$ cat config.mk
export PLATFORM = sky130hd
export DESIGN_NAME = rx
export DESIGN_NICKNAME = d
export VERILOG_FILES = /design/src/rtl/uart_pkg.sv /design/src/rtl/rx_sync.sv /design/src/rtl/rx.sv
export SDC_FILE = /design/constraint.sdc
export NUM_CORES = 1
export LEC_CHECK = 0
export ABC_AREA = 1
export BUFFER_PORTS_ARGS = -buffer_cell sky130_fd_sc_hd__buf_4
export CORE_MARGIN = 5
export CORE_UTILIZATION = 55
export DETAILED_ROUTE_END_ITERATION = 8
export GPL_TIMING_DRIVEN = 0
export HOLD_SLACK_MARGIN = 0.1
export PLACE_DENSITY = 0.79
export SYNTH_ARGS = -nofsm -noshare
export SYNTH_HDL_FRONTEND = slang
export SYNTH_SLANG_ARGS = --single-unit
$ cat constraint.sdc
create_clock -name clk -period 2.25 [get_ports clk]
set_clock_uncertainty 0.2 [all_clocks]
set_input_delay 0.45 -clock clk [delete_from_list [all_inputs] [get_ports clk]]
set_output_delay 0.45 -clock clk [all_outputs]
set_load 0.01 [all_outputs]
$ cat src/rtl/uart_pkg.sv
// Shared UART definitions: receiver FSM encoding, default line parameters,
// and the oversample-tick divider calculation used by rx and baud_gen.
package uart_pkg;

    typedef enum logic [2:0] {
        ST_IDLE,
        ST_START,
        ST_DATA,
        ST_STOP,
        ST_BREAK
    } rx_state_t;

    localparam int DEF_CLK_HZ = 50_000_000;
    localparam int DEF_BAUD   = 115200;
    localparam int DEF_OSR    = 16;

    // Clocks per oversample tick, rounded to nearest.
    function automatic int calc_div(input int clk_hz, input int baud, input int osr);
        int den;
        den = baud * osr;
        return (clk_hz + den / 2) / den;
    endfunction

endpackage

$ cat src/rtl/rx_sync.sv
// Purpose: 2-FF synchroniser for the async serial line plus registered falling-edge pulse.
// Latency: 2 clocks to synchronise, 1 more clock to flag the edge; line output aligned with fall.
// Backpressure: none, free-running.
module rx_sync (
    input  logic clk,
    input  logic rst,
    input  logic rxd,
    output logic rxd_line,
    output logic rxd_fall
);

    logic sync1_q, sync1_d;
    logic sync2_q, sync2_d;
    logic dly_q, dly_d;
    logic fall_q, fall_d;

    always_comb begin
        sync1_d = rxd;
        sync2_d = sync1_q;
        dly_d   = sync2_q;
        fall_d  = dly_q & ~sync2_q;
    end

    always_ff @(posedge clk or posedge rst) begin
        if (rst) begin
            sync1_q <= 1'b1;
            sync2_q <= 1'b1;
            dly_q   <= 1'b1;
            fall_q  <= 1'b0;
        end else begin
            sync1_q <= sync1_d;
            sync2_q <= sync2_d;
            dly_q   <= dly_d;
            fall_q  <= fall_d;
        end
    end

    assign rxd_line = dly_q;
    assign rxd_fall = fall_q;

endmodule

$ cat src/rtl/rx.sv
// Purpose: 8N1 UART receiver, OSR-times oversampled, tick phase restarted on each start edge.
// Latency: byte presented on the clock edge after the stop-bit mid-point sample.
// Backpressure: dout_vld held until dout_ack; a byte completing while unacked is dropped with overrun.
module rx
    import uart_pkg::*;
#(
    parameter int CLK_HZ = DEF_CLK_HZ,
    parameter int BAUD   = DEF_BAUD,
    parameter int OSR    = DEF_OSR
) (
    input  logic       clk,
    input  logic       rst,
    input  logic       rxd,
    output logic [7:0] dout,
    output logic       dout_vld,
    input  logic       dout_ack,
    output logic       frame_err,
    output logic       overrun,
    output logic       rx_busy
);

    localparam int DIV = calc_div(CLK_HZ, BAUD, OSR);

    logic rxd_line, rxd_fall;

    rx_sync u_sync (
        .clk      (clk),
        .rst      (rst),
        .rxd      (rxd),
        .rxd_line (rxd_line),
        .rxd_fall (rxd_fall)
    );

    rx_state_t   state_q, state_d;
    logic [15:0] div_q, div_d;
    logic [7:0]  tcnt_q, tcnt_d;
    logic [2:0]  bit_q, bit_d;
    logic [7:0]  shift_q, shift_d;
    logic [7:0]  dout_q, dout_d;
    logic        vld_q, vld_d;
    logic        ferr_q, ferr_d;
    logic        ovr_q, ovr_d;
    logic        tick;
    logic        deliver;

    always_comb begin
        state_d = state_q;
        tick    = (div_q == 16'(DIV - 1));
        div_d   = tick ? 16'd0 : div_q + 16'd1;
        tcnt_d  = tcnt_q;
        bit_d   = bit_q;
        shift_d = shift_q;
        dout_d  = dout_q;
        vld_d   = vld_q & ~dout_ack;
        ferr_d  = 1'b0;
        ovr_d   = 1'b0;
        deliver = 1'b0;

        case (state_q)
            ST_IDLE: begin
                if (rxd_fall) begin
                    state_d = ST_START;
                    div_d   = 16'd0;
                    tcnt_d  = 8'd0;
                end
            end
            ST_START: begin
                if (tick) begin
                    if (tcnt_q == 8'(OSR / 2 - 1)) begin
                        tcnt_d  = 8'd0;
                        bit_d   = 3'd0;
                        // A line already high at mid-start was a glitch.
                        state_d = rxd_line ? ST_IDLE : ST_DATA;
                    end else begin
                        tcnt_d = tcnt_q + 8'd1;
                    end
                end
            end
            ST_DATA: begin
                if (tick) begin
                    if (tcnt_q == 8'(OSR - 1)) begin
                        tcnt_d  = 8'd0;
                        shift_d = {rxd_line, shift_q[7:1]};
                        if (bit_q == 3'd7) begin
                            state_d = ST_STOP;
                        end else begin
                            bit_d = bit_q + 3'd1;
                        end
                    end else begin
                        tcnt_d = tcnt_q + 8'd1;
                    end
                end
            end
            ST_STOP: begin
                if (tick) begin
                    if (tcnt_q == 8'(OSR - 1)) begin
                        tcnt_d = 8'd0;
                        if (rxd_line) begin
                            deliver = 1'b1;
                            state_d = ST_IDLE;
                        end else begin
                            ferr_d  = 1'b1;
                            state_d = ST_BREAK;
                        end
                    end else begin
                        tcnt_d = tcnt_q + 8'd1;
                    end
                end
            end
            ST_BREAK: begin
                if (rxd_line) begin
                    state_d = ST_IDLE;
                end
            end
            default: state_d = ST_IDLE;
        endcase

        // An ack in the delivery cycle frees the slot for the new byte.
        if (deliver) begin
            if (!vld_q || dout_ack) begin
                dout_d = shift_q;
                vld_d  = 1'b1;
            end else begin
                ovr_d = 1'b1;
            end
        end
    end

    always_ff @(posedge clk or posedge rst) begin
        if (rst) begin
            state_q <= ST_IDLE;
            div_q   <= 16'd0;
            tcnt_q  <= 8'd0;
            bit_q   <= 3'd0;
            shift_q <= 8'h00;
            dout_q  <= 8'h00;
            vld_q   <= 1'b0;
            ferr_q  <= 1'b0;
            ovr_q   <= 1'b0;
        end else begin
            state_q <= state_d;
            div_q   <= div_d;
            tcnt_q  <= tcnt_d;
            bit_q   <= bit_d;
            shift_q <= shift_d;
            dout_q  <= dout_d;
            vld_q   <= vld_d;
            ferr_q  <= ferr_d;
            ovr_q   <= ovr_d;
        end
    end

    assign dout      = dout_q;
    assign dout_vld  = vld_q;
    assign frame_err = ferr_q;
    assign overrun   = ovr_q;
    assign rx_busy   = (state_q != ST_IDLE);

endmodule

# Yosys cells after proc, flatten, opt, wreduce, memory -nomap -nowiden
# Index checks and enable logic that the tools add are counted.
[totals]
word_cells = 90
out_inout_bits = 12
reg_bits = 53
inputBits = 4
[op_classes]
n_bitwise = 4
mux = 39
reduce_logical = 12
add_sub_neg = 3
eq_ne = 19
[op_table]
columns = ["cell", "count"]
rows = [
  ["16-bit two-way mux", 3],
  ["3-bit two-way mux", 15],
  ["8-bit two-way mux", 5],
  ["8-bit case mux with 3 select lines", 1],
  ["16-bit by 1-bit adder with 16-bit output (second input constant)", 1],
  ["16-bit by 5-bit == test with 1-bit output (second input constant)", 1],
  ["2-bit != test (second input constant)", 8],
  ["3-bit case mux with 5 select lines", 1],
  ["1-bit two-way mux", 12],
  ["9-bit AND reduction", 1],
  ["8-bit by 1-bit adder with 8-bit output (second input constant)", 1],
  ["8-bit by 3-bit == test with 1-bit output (second input constant)", 1],
  ["8-bit by 4-bit == test with 1-bit output (second input constant)", 1],
  ["3-bit by 2-bit == test with 1-bit output (second input constant)", 2],
  ["3-bit == test (second input constant)", 2],
  ["2-bit by 1-bit != test with 1-bit output (second input constant)", 3],
  ["3-bit case mux with 2 select lines", 1],
  ["6-bit AND reduction", 1],
  ["3-bit nonzero test", 2],
  ["4-bit AND reduction", 1],
  ["3-bit by 1-bit adder with 3-bit output (second input constant)", 1],
  ["3-bit by 1-bit == test with 1-bit output (second input constant)", 1],
  ["3-bit logical NOT", 1],
  ["3-bit AND reduction", 1],
  ["8 further kinds", 10],
]

# Logic depth before layout (Yosys ltp)
# Gate-level depths: netlist of the first run.
[logic_depth]
word_depth = 5
mapped_depth = 11
ltp_nobuf = 10

# Hierarchy
# From an unflattened synthesis of the first run, not the netlist that was laid out.
[unflattened]
cells_unflattened = 332
area_unflattened_um2 = 2755.1
[by_module_without_submodules]
columns = ["mod", "seq_area_each_um2", "n_inst", "cells_each", "area_per_inst_um2"]
rows = [
  ["rx", 1226.2, 1, 325, 2637.5],
  ["rx_sync", 103.8, 1, 7, 117.6],
]

# Least setup slack after synthesis of the first run
# Ideal clock, no wire load.
[synth_path]
path_type = "reg-to-reg"
startpoint = "register div_q[0]"
endpoint = "register dout_q[7] (netlist: dout[7])"
path_slack_ns = 0.536
required_time_ns = 1.932
path_stages_with_launch = 11
n_path_buf = 1
setup_time_ns = 0.118
t_arrival_ns = 1.395
period_less_slack_ns = 1.714
cell_sequence = "dfrtp_1 > inv_1 > ha_1 > nand3_1 > nor2_4 > nand3_4 > clkinv_2 > nand3_4 > buf_6 > nand2_2 > o21ai_2"
[synth_between]
elab_chain_cells = 4
[synth_rtl]
columns = ["element", "line", "text"]
rows = [
  ["start: declaration", "rx.sv:35", "logic [15:0] div_q, div_d;"],
  ["start signal: assignment", "rx.sv:142", "div_q <= div_d;"],
  ["16-bit by 5-bit == test with 1-bit output", "rx.sv:48", "tick = (div_q == 16'(DIV - 1));"],
  ["1-bit two-way mux", "rx.sv:95", "if (tick) begin"],
  ["1-bit two-way mux", "rx.sv:59", "case (state_q)"],
  ["2-bit AND reduction (no source line)", "-", ""],
  ["end signal: assignment", "rx.sv:146", "dout_q <= dout_d;"],
  ["end: declaration", "rx.sv:39", "logic [7:0] dout_q, dout_d;"],
]
# No other way between the ends.
# A chain may end at the register's enable or synchronous reset.

# Worst setup path in the final report of the first run
[layout_path]
startpoint = "register state_q[1]"
endpoint = "output port rx_busy"
[layout_between]
elab_chain_cells = 1
[layout_rtl]
columns = ["element", "line", "text"]
rows = [
  ["start: declaration", "rx.sv:34", "rx_state_t state_q, state_d;"],
  ["start signal: assignment", "rx.sv:141", "state_q <= state_d;"],
  ["3-bit nonzero test", "rx.sv:157", "assign rx_busy = (state_q != ST_IDLE);"],
  ["end: declaration", "rx.sv:19", "output logic rx_busy"],
]
# No other way between the ends.

==> metrics.cfg, run 1 <==
[pwr]
p_leak_nw = 1.463
p_per_area_nw_per_um2 = 784.3
ir_worst_vdd_mv = 0.4594

[yosys]
synth_area_sq_um = 2680
synthCells = 296
syn_avg_cell_area_sq_um = 9.054
synth_edf_count = 0
synth.distinct_cells = 36
yosysSeqAreaShare_pct = 49.63
synthArstFlopShare_pct = 100.0
yosys_warnings = 0
synth-seq-cells = 53
synth_fp_nets = 305
synth_ff_type = dfrtp_1

[placed_design]
port_buffers = 15
hpwl_microns = 3486
dp_cells = 379
place_congestion = 0.8685

[worst_setup_path]
cp.arrival_ns = 1.31
r2r_start = tcnt_q[0]
end_kind = primary output
crit_start = state_q[1]
start_kind = register
path_cells = nor2_1 -> nand2_1 -> buf_4
required_ns = 1.60
cpPeakStageDelay_ns = 0.45
cp_slowest_cell = dfrtp_1
worstSetupPathType = reg -> out
path_max_fanout = 6

[job]
maxCapViolCount = 0

[sta]
grt_setup_unrepaired = no
period_needed_ns = 1.957
setup_viol = 0
finalCritPeriodShare_pct = 86.99
relSlewSlack_pct = 76.41
hold_violations = 0
worst_pin_slew_ns = 0.3526
fmax_mhz = 510.9
drv_slew = 0
tns_ns = 0

[grt]
grt.overflow.total = 0
antenna_found_initial = 0
grt_max_degree = 42
grt_use_total_pct = 17.09
grt_pass1_vias = 2044
grt_pass1_wl_microns = 8680

[floorplan]
core_sq_um = 4723
placementRows = 25
die_h_microns = 79.81
die_area_sq_um = 6369
pin_count = 16
start_util_pct = 56.74
fp.dieW_microns = 79.81

[clock_network]
cts.sinks = 53
post-cts-setup-buffers = 0
worstSkewPairLatency_ns = 0.31
cts_resized = 0
clock_path_buffers = 2
cts_tree = built
h-tree-depth = 2
ctsHoldBuffers = 2
clk_pin_slew_ns = 0.10
numCtsBuffers = 5
clock-root-buffer = clkbuf_8

[cells_and_area]
drive_above_1_share_pct = 23.91
syn2layout_area_growth_pct = 12.18
num_antenna_cells = 0
nFillCells = 407
final_core_util_pct = 63.66
final_cells = 389
design.final.nets = 330

[worst_hold_path]
hold_path_class = reg -> reg
hp-start = u_sync.sync1_q

[drt]
dr.pass1.iters = 4
wl_microns = 4741
viasPerCell = 4.954
wl_per_cell_microns = 12.19
route.detailed.drc = 0
first_iter_violations = 100
vias = 1927
ant_nets = 0

[status]
status = complete, no violations

[kinds of logic (layout without fill, tap and decap cells)]
logic type	count (synthesis)	count (layout)	share of synthesized area (%)
buf+inv	40	66	6.396
fa+ha+maj	5	5	2.334
simple gates	140	140	26.66
xor+xnor	7	7	2.288
mux	1	1	0.3735
flops	53	53	49.63
compound gates	50	50	12.32
[cell type report]
class                           instances  area, sq um  share of cell area, %
Timing Repair Buffer                   18        152.6                  5.077
Multi-Input combinational cell        203         1179                  39.20
Clock inverter                          3        21.27                 0.7074
Tap cell                               67        83.83                  2.788
Buffer                                  2        22.52                 0.7491
Sequential cell                        53         1330                  44.24
Inverter                               38        148.9                  4.952
Clock buffer                            5        68.82                  2.289
[final timing paths]
| kind | slack, ns | to | depth (start not counted) |
|---|---|---|---|
| max in group asynchronous | 0.84 | u_sync.rxd_line | 4 |
| hold reg to reg | 0.16 | u_sync.dly_d | 0 |
| hold / removal | 0.16 | u_sync.dly_d | 0 |
| setup reg to reg | 0.30 | tcnt_q[7] | 8 |
| setup / recovery | 0.29 | rx_busy | 3 |
| min in group asynchronous | 0.45 | div_q[10] | 3 |
[per-layer routing]
| layer | wire length, microns | up-vias | track usage, % | part of all wire [%] |
|---|---|---|---|---|
| met5 | 0 | - | 0 | 0 |
| met4 | 60 | 0 | 5.574 | 1.3 |
| met3 | 107 | 5 | 3.725 | 2.3 |
| met2 | 2335 | 22 | 28.88 | 49 |
| met1 | 2238 | 902 | 21.75 | 47 |
| li1 | - | 998 | - | - |
[where the power goes]
part	internal, mW	switching [mW]	leakage [nW]
registers	1.05	0.101	0.717
logic	0.231	0.439	0.702
clock network	0.221	0.318	0.0445
total	1.50	0.858	1.46
[critical path, delay by kind of cell (launching register included)]
family / cells / cell delay, ns
buffers and inverters: 1 / 0.15
DFF: 1 / 0.45
and+or+nand+nor: 2 / 0.39
[through the flow]
step / worst slack, ns / hold WS (ns) / cell area, sq um / power, mW
detailed placement: 0.3035 / 0.1468 / 2897 / 1.838
global route: 0.1630 / 0.1669 / 3007 / 2.535
finish: 0.2927 / 0.1607 / 3007 / 2.358
CTS: 0.2877 / 0.1616 / 3007 / 2.389
global placement: -0.3382 / 0.1466 / 2877 / 1.804
floorplan: 0.3187 / 0.1452 / 2680 / 1.677
[placed cells by master (no fill, tap or decap), drive strengths merged, types with 4 or more instances in the layout]
cell     n
o21ai   30
dfrtp   50
nand2   73
inv     37
ha       5
a21oi   15
nand3   21
clkbuf   5
buf     18
nand4    4
nor2    35
xor2     6
[cells in the mapped netlist (2+ instances only)]
library cell  instances  area [sq um]
inv_1                33         123.9
o211ai_1              2         15.01
o21ai_2              16         140.1
nand3b_1              2         15.01
xor2_1                6         52.55
o21ai_1               5         25.02
nor3_1                2         10.01
nor2_4                4         45.04
nor2_1               26         97.59
o21ai_0               9         45.04
nand2_4               4         45.04
nand2_2               7         43.79
inv_2                 3         11.26
nor2_2                4         25.02
nand3_4               2         35.03
dfstp_2               3         78.83
buf_6                 2         22.52
ha_1                  5         62.56
a21oi_1              14         70.07
nand4_1               4         25.02
nand2_1              62         232.7
nand3_1              18         90.09
dfrtp_1              50          1251
[registers in the layout, indices dropped and copies added (netlist names)]
| name | cells |
|---|---|
| div_q | 16 |
| u_sync.rxd_line | 1 |
| shift_q | 8 |
| dout | 8 |
| u_sync.sync1_q | 1 |
| tcnt_q | 8 |
| state_q | 3 |
| overrun | 1 |
| bit_q | 3 |
| frame_err | 1 |
| dout_vld | 1 |
| u_sync.dly_d | 1 |
| u_sync.rxd_fall | 1 |
(Power assumes the default switching activity.)
==> run 2: changes to the inputs <==
Settings changed: CELL_PAD_IN_SITES_DETAIL_PLACEMENT set to 1, CELL_PAD_IN_SITES_GLOBAL_PLACEMENT set to 1, CORE_UTILIZATION 55 to 46, PLACE_DENSITY 0.79 to 0.84.
==> run 2 against run 1 <==
Clock power rose by 6.9%. Die area rose by 17%. Sequential share of layout area fell by 0.18 points. Via count up 4.0%. Worst hold slack improved by 0.012 ns. Worst setup slack got worse by 0.024 ns. Global-route usage increased by 0.52 points. Total power up 2.9%. Critical endpoint unchanged. Sequential power about the same. Core utilization is 9.5 points lower. Combinational power increased by 3.7%.
==> metrics.cfg, run 2 (synthesis gave the netlist of run 1 again) <==
[floorplan]
die_h_microns = 86.33
start_util_pct = 48.08
pin_count = 16
die_area_sq_um = 7453
core_sq_um = 5574
fp.dieW_microns = 86.33
placementRows = 27

[cells_and_area]
final_cell_mix = 62 x nand2_1, 50 x dfrtp_1, 32 x inv_1
final_core_util_pct = 54.16
drive_above_1_share_pct = 23.91
syn2layout_area_growth_pct = 12.65
num_antenna_cells = 0
largest_register_ffs = 16
multi_input_area_sq_um = 1179
regMostFlops = div_q
nFillCells = 653
ff_latch_area_sq_um = 1330
design.final.nets = 330
layout_commonest_cell = nand2_1

[drt]
viasPerCell = 5.089
met1_length_microns = 2602
wl_met2_microns = 3077
first_iter_violations = 67
wl_microns = 5918
wl_per_cell_microns = 15.02
dr_wl_met3_microns = 145
top_layer = met4
route.detailed.drc = 0
vias = 2005
ant_nets = 0
dr.pass1.iters = 4

[sta]
relSlewSlack_pct = 63.42
period_needed_ns = 1.981
drv_slew = 0
hold_violations = 0
grt_setup_unrepaired = no
finalCritPeriodShare_pct = 88.04
fmax_mhz = 504.8
setup_viol = 0
worst_pin_slew_ns = 0.5479
tns_ns = 0

[grt]
grt_pass1_vias = 2224
antenna_found_initial = 0
grt.overflow.total = 0
grt_use_total_pct = 17.61
grt_pass1_wl_microns = 10420
grt_max_degree = 30

[job]
maxCapViolCount = 0

[worst_setup_path]
r2r_end = tcnt_q[1]
cp.arrival_ns = 1.33
end_kind = primary output
path_max_fanout = 5
worstSetupPathType = reg -> out
ff2ff_path_depth = 8
required_ns = 1.60
start_kind = register
regToRegSetupSlack_ns = 0.28
r2r_start = tcnt_q[0]

[clock_network]
cts_resized = 0
post-cts-setup-buffers = 0
cts.sinks = 53
h-tree-depth = 2
worstSkewPairLatency_ns = 0.31
cts_tree = built
clock-root-buffer = clkbuf_8
clk_pin_slew_ns = 0.10
clock_path_buffers = 2
ctsHoldBuffers = 2
numCtsBuffers = 5

[status]
status = complete, no violations

[pwr]
p_leak_nw = 1.470
ir_worst_vdd_mv = 0.4799
p_per_area_nw_per_um2 = 803.7

[placed_design]
place_congestion = 0.8044
hpwl_microns = 4307
port_buffers = 15

[worst_hold_path]
whs_endpoint = u_sync.dly_d
hp-start = u_sync.sync1_q
hold_path_class = reg -> reg
hold_path_depth = 0

## run 2: changes by cell type in the layout (fill, tap and decap cells not counted), sizes merged
cell      before  now
clkinv         3    4
clkbuf         5    6
inv           37   36
clkinvlp       1    0
## run 2: cell type report
cell class                      instances  share of cell area, %
Multi-Input combinational cell        203                  39.04
Tap cell                               72                  2.984
Sequential cell                        53                  44.05
Clock inverter                          2                 0.4559
Inverter                               38                  4.932
Clock buffer                            6                  2.735
Timing Repair Buffer                   18                  5.056
Buffer                                  2                 0.7460
## run 2: power breakdown
part | switching [mW] | internal, mW | total (mW)
logic | 0.463 | 0.233 | 0.696
registers | 0.106 | 1.05 | 1.15
clock network | 0.326 | 0.250 | 0.576
total | 0.895 | 1.53 | 2.43
## run 2: worst max-delay path by stage
stage / from / end / slack, ns
detailed placement: tcnt_q[0] / tcnt_q[1] / 0.29
floorplan: rst / bit_q[0] / 0.32
finish: state_q[0] / rx_busy / 0.27
global route: tcnt_q[0] / tcnt_q[1] / 0.06
global placement: rst / tcnt_q[7] / -0.42
CTS: tcnt_q[0] / tcnt_q[1] / 0.25
## run 2: critical path: stages, from the launching register on
cell and delay, ns:
dfrtp_1 0.44, nor2_1 0.32, nand2_1 0.09, buf_4 0.16
## run 2: stage by stage
stage | area [sq um] | hold slack, ns | total power, mW | cells | worst slack, ns
3_3_place_gp | 2883 | 0.1464 | 1.821 | 383 | -0.4233
3_5_place_dp | 2903 | 0.1571 | 1.874 | 384 | 0.2883
5_1_grt | 3019 | 0.1839 | 2.595 | 394 | 0.05721
6_report | 3019 | 0.1722 | 2.426 | 394 | 0.2692
4_1_cts | 3019 | 0.1753 | 2.459 | 394 | 0.2543
2_1_floorplan | 2680 | 0.1452 | 1.677 | 296 | 0.3187
## run 2: routing by layer
metal  up-vias  track usage (%)
met5         -                0
met1       974            21.03
met4         0            6.232
met2        20            31.36
li1       1002                -
met3         9            3.422
==> run 3: changes to the inputs <==
==> constraint.sdc (replaced) <==
create_clock -name clk -period 1.85 [get_ports clk]
set_clock_uncertainty 0.2 [all_clocks]
set_input_delay 0.37 -clock clk [delete_from_list [all_inputs] [get_ports clk]]
set_output_delay 0.37 -clock clk [all_outputs]
set_load 0.1 [all_outputs]
==> run 3 against run 2 <==
The run now ends with setup timing left. First-iteration DRC count decreased by 31%. Worst setup slack worse by 0.28 ns. Critical path depth up 6. Sequential cell count is the same. Critical endpoint is now tcnt_q[4]. Sequential share of layout area down 4.2 points. Routed wire length grew 14%. Cell count is 3.3% higher. Largest power group unchanged. Via count grew 6.6%. Combinational power grew 78%.
==> metrics.cfg, run 3 (synthesis gave the netlist of run 1 again) <==
[floorplan]
fp.dieW_microns = 86.33
pin_count = 16
core_sq_um = 5574
placementRows = 27
die_area_sq_um = 7453
start_util_pct = 48.08
die_h_microns = 86.33

[pwr]
ir_worst_vdd_mv = 0.8442
power_frac_seq_pct = 42.2
p_sw_mw = 1.335
p_per_area_nw_per_um2 = 1007
p_comb_share_pct = 36.9
switching_share_pct = 39.59
p_leak_nw = 1.563
p_int_mw = 2.038
clkPwrFrac_pct = 21.0
p_total_mw = 3.373

[sta]
finalCritPeriodShare_pct = 100.7
worst_pin_slew_ns = 1.140
relSlewSlack_pct = 23.86
fmax_mhz = 536.8
period_needed_ns = 1.863
hold_violations = 0
setup_viol = 4
drv_slew = 0
fin_ws_ns = -0.01291
grt_setup_unrepaired = yes

[cells_and_area]
num_antenna_cells = 0
design.final.nets = 343
drive_above_1_share_pct = 36.12
largest_register_ffs = 16
design_area_sq_um = 3348
regMostFlops = div_q
syn2layout_area_growth_pct = 24.93
final_cell_mix = 53 x nand2_1, 47 x dfrtp_1, 29 x inv_1
layout_commonest_cell = nand2_1

[grt]
grt_pass1_vias = 2314
grt.overflow.total = 0
grt_pass1_wl_microns = 10560
grt_max_degree = 54
antenna_found_initial = 0
grt_use_total_pct = 17.78

[placed_design]
hpwl_microns = 4106
placed_cell_area_sq_um = 2887
port_buffers = 15
place_congestion = 0.8028

[drt]
dr_wl_met3_microns = 146
wl_microns = 6768
route.detailed.drc = 0
top_layer = met4
met1_length_microns = 2831
viasPerCell = 5.251
dr.pass1.iters = 4
first_iter_violations = 46
ant_nets = 0
wl_met2_microns = 3701
vias = 2137
wl_per_cell_microns = 16.63

[worst_setup_path]
cp_slowest_cell = dfrtp_1
start_kind = register
cp.arrival_ns = 1.92
ff2ff_path_depth = 9
cp_common_cell = nand2_8
path_max_fanout = 8
required_ns = 1.91
path_cells = inv_2 -> ha_4 -> nand3_4 -> nor2_4 -> nand2_4 -> nand2_8 -> nand2_8 -> o21bai_1 -> and2_4
worstSetupPathType = reg -> reg
cpPeakStageDelay_ns = 0.41
end_kind = register

[clock_network]
cts.sinks = 53
numCtsBuffers = 5
worstSkewPairLatency_ns = 0.31
h-tree-depth = 2
clock_path_buffers = 2
clock-root-buffer = clkbuf_8
cts_tree = built
clk_pin_slew_ns = 0.10

[status]
violations = setup timing
status = finished with violations

[worst_hold_path]
hold_path_class = in -> async

[job]
maxCapViolCount = 0

run 3: changes by cell type in the layout (fill, tap and decap cells not counted), sizes merged:
| cell | change |
|---|---|
| dlygate4sd3 | -1 |
| clkinvlp | +3 |
| clkinv | -2 |
| buf | +13 |
run 3: power by group through the flow:
| stage | clock network, mW | registers, mW | logic [mW] |
|---|---|---|---|
| final | 0.707 | 1.42 | 1.24 |
| after global routing | 0.783 | 1.44 | 1.37 |
| after CTS | 0.727 | 1.40 | 1.05 |
| after detailed placement | 0 | 1.42 | 0.939 |
| after global placement | 0 | 1.41 | 0.897 |
| after floorplan | 0 | 1.39 | 0.743 |
run 3: layer usage:
layer | vias up | track usage, %
met1 | 1075 | 21.51
met4 | 0 | 5.666
met5 | - | 0
met3 | 7 | 3.327
li1 | 1035 | -
met2 | 20 | 31.78
run 3: final timing paths:
check | end | from | slack, ns
worst min-delay path | div_q[1] | rst | 0.12
worst max register to register | tcnt_q[4] | div_q[0] | -0.01
worst min register to register | u_sync.rxd_line | u_sync.dly_d | 0.17
max in group asynchronous | state_q[1] | rst | 0.66
min in group clk | u_sync.rxd_line | u_sync.dly_d | 0.17
worst max-delay path | tcnt_q[4] | div_q[0] | -0.01
run 3: metrics by stage:
stage,cells,hold slack [ns],setup TNS [ns],setup slack (ns),utilization (%)
floorplan,296,0.1452,-0.05236,-0.02618,-
global placement,383,0.1483,-0.1999,-0.05838,51.78
detailed placement,383,0.1571,-1.744,-0.1380,51.78
CTS,397,0.1667,0,0.006409,55.42
global route,407,0.1779,-1.771,-0.09856,60.07
finish,407,0.1217,-0.02514,-0.01291,60.07
run 3: final cells by class:
| cell class | instances | area [sq um] |
|---|---|---|
| plain buffers | 2 | 40.04 |
| repair inverters | 1 | 7.507 |
| clock buffers | 6 | 82.58 |
| inverters | 38 | 162.7 |
| fillers | 637 | 2226 |
| multi-input cells | 203 | 1363 |
| well taps | 72 | 90.09 |
| flip-flops and latches | 53 | 1334 |
| repair buffers | 30 | 255.2 |
| clock inverters | 2 | 13.76 |
run 3: timing repair:
action,4_1_cts,5_1_grt
setup buffers,5,9
cloned,0,1
hold endpoints to repair,1,0
setup endpoints to repair,39,36
pin swaps,2,11
resized for setup,11,57
hold buffers,1,0
run 3: worst max-delay path: cells and delay by family (launching register included):
family / cells / cell delay [ns]
buffers and inverters: 1 / 0.08
AND/OR/NAND/NOR: 6 / 0.80
adder cells (fa/ha/maj): 1 / 0.15
flip-flops: 1 / 0.41
AO/OA/AOI/OAI: 1 / 0.16
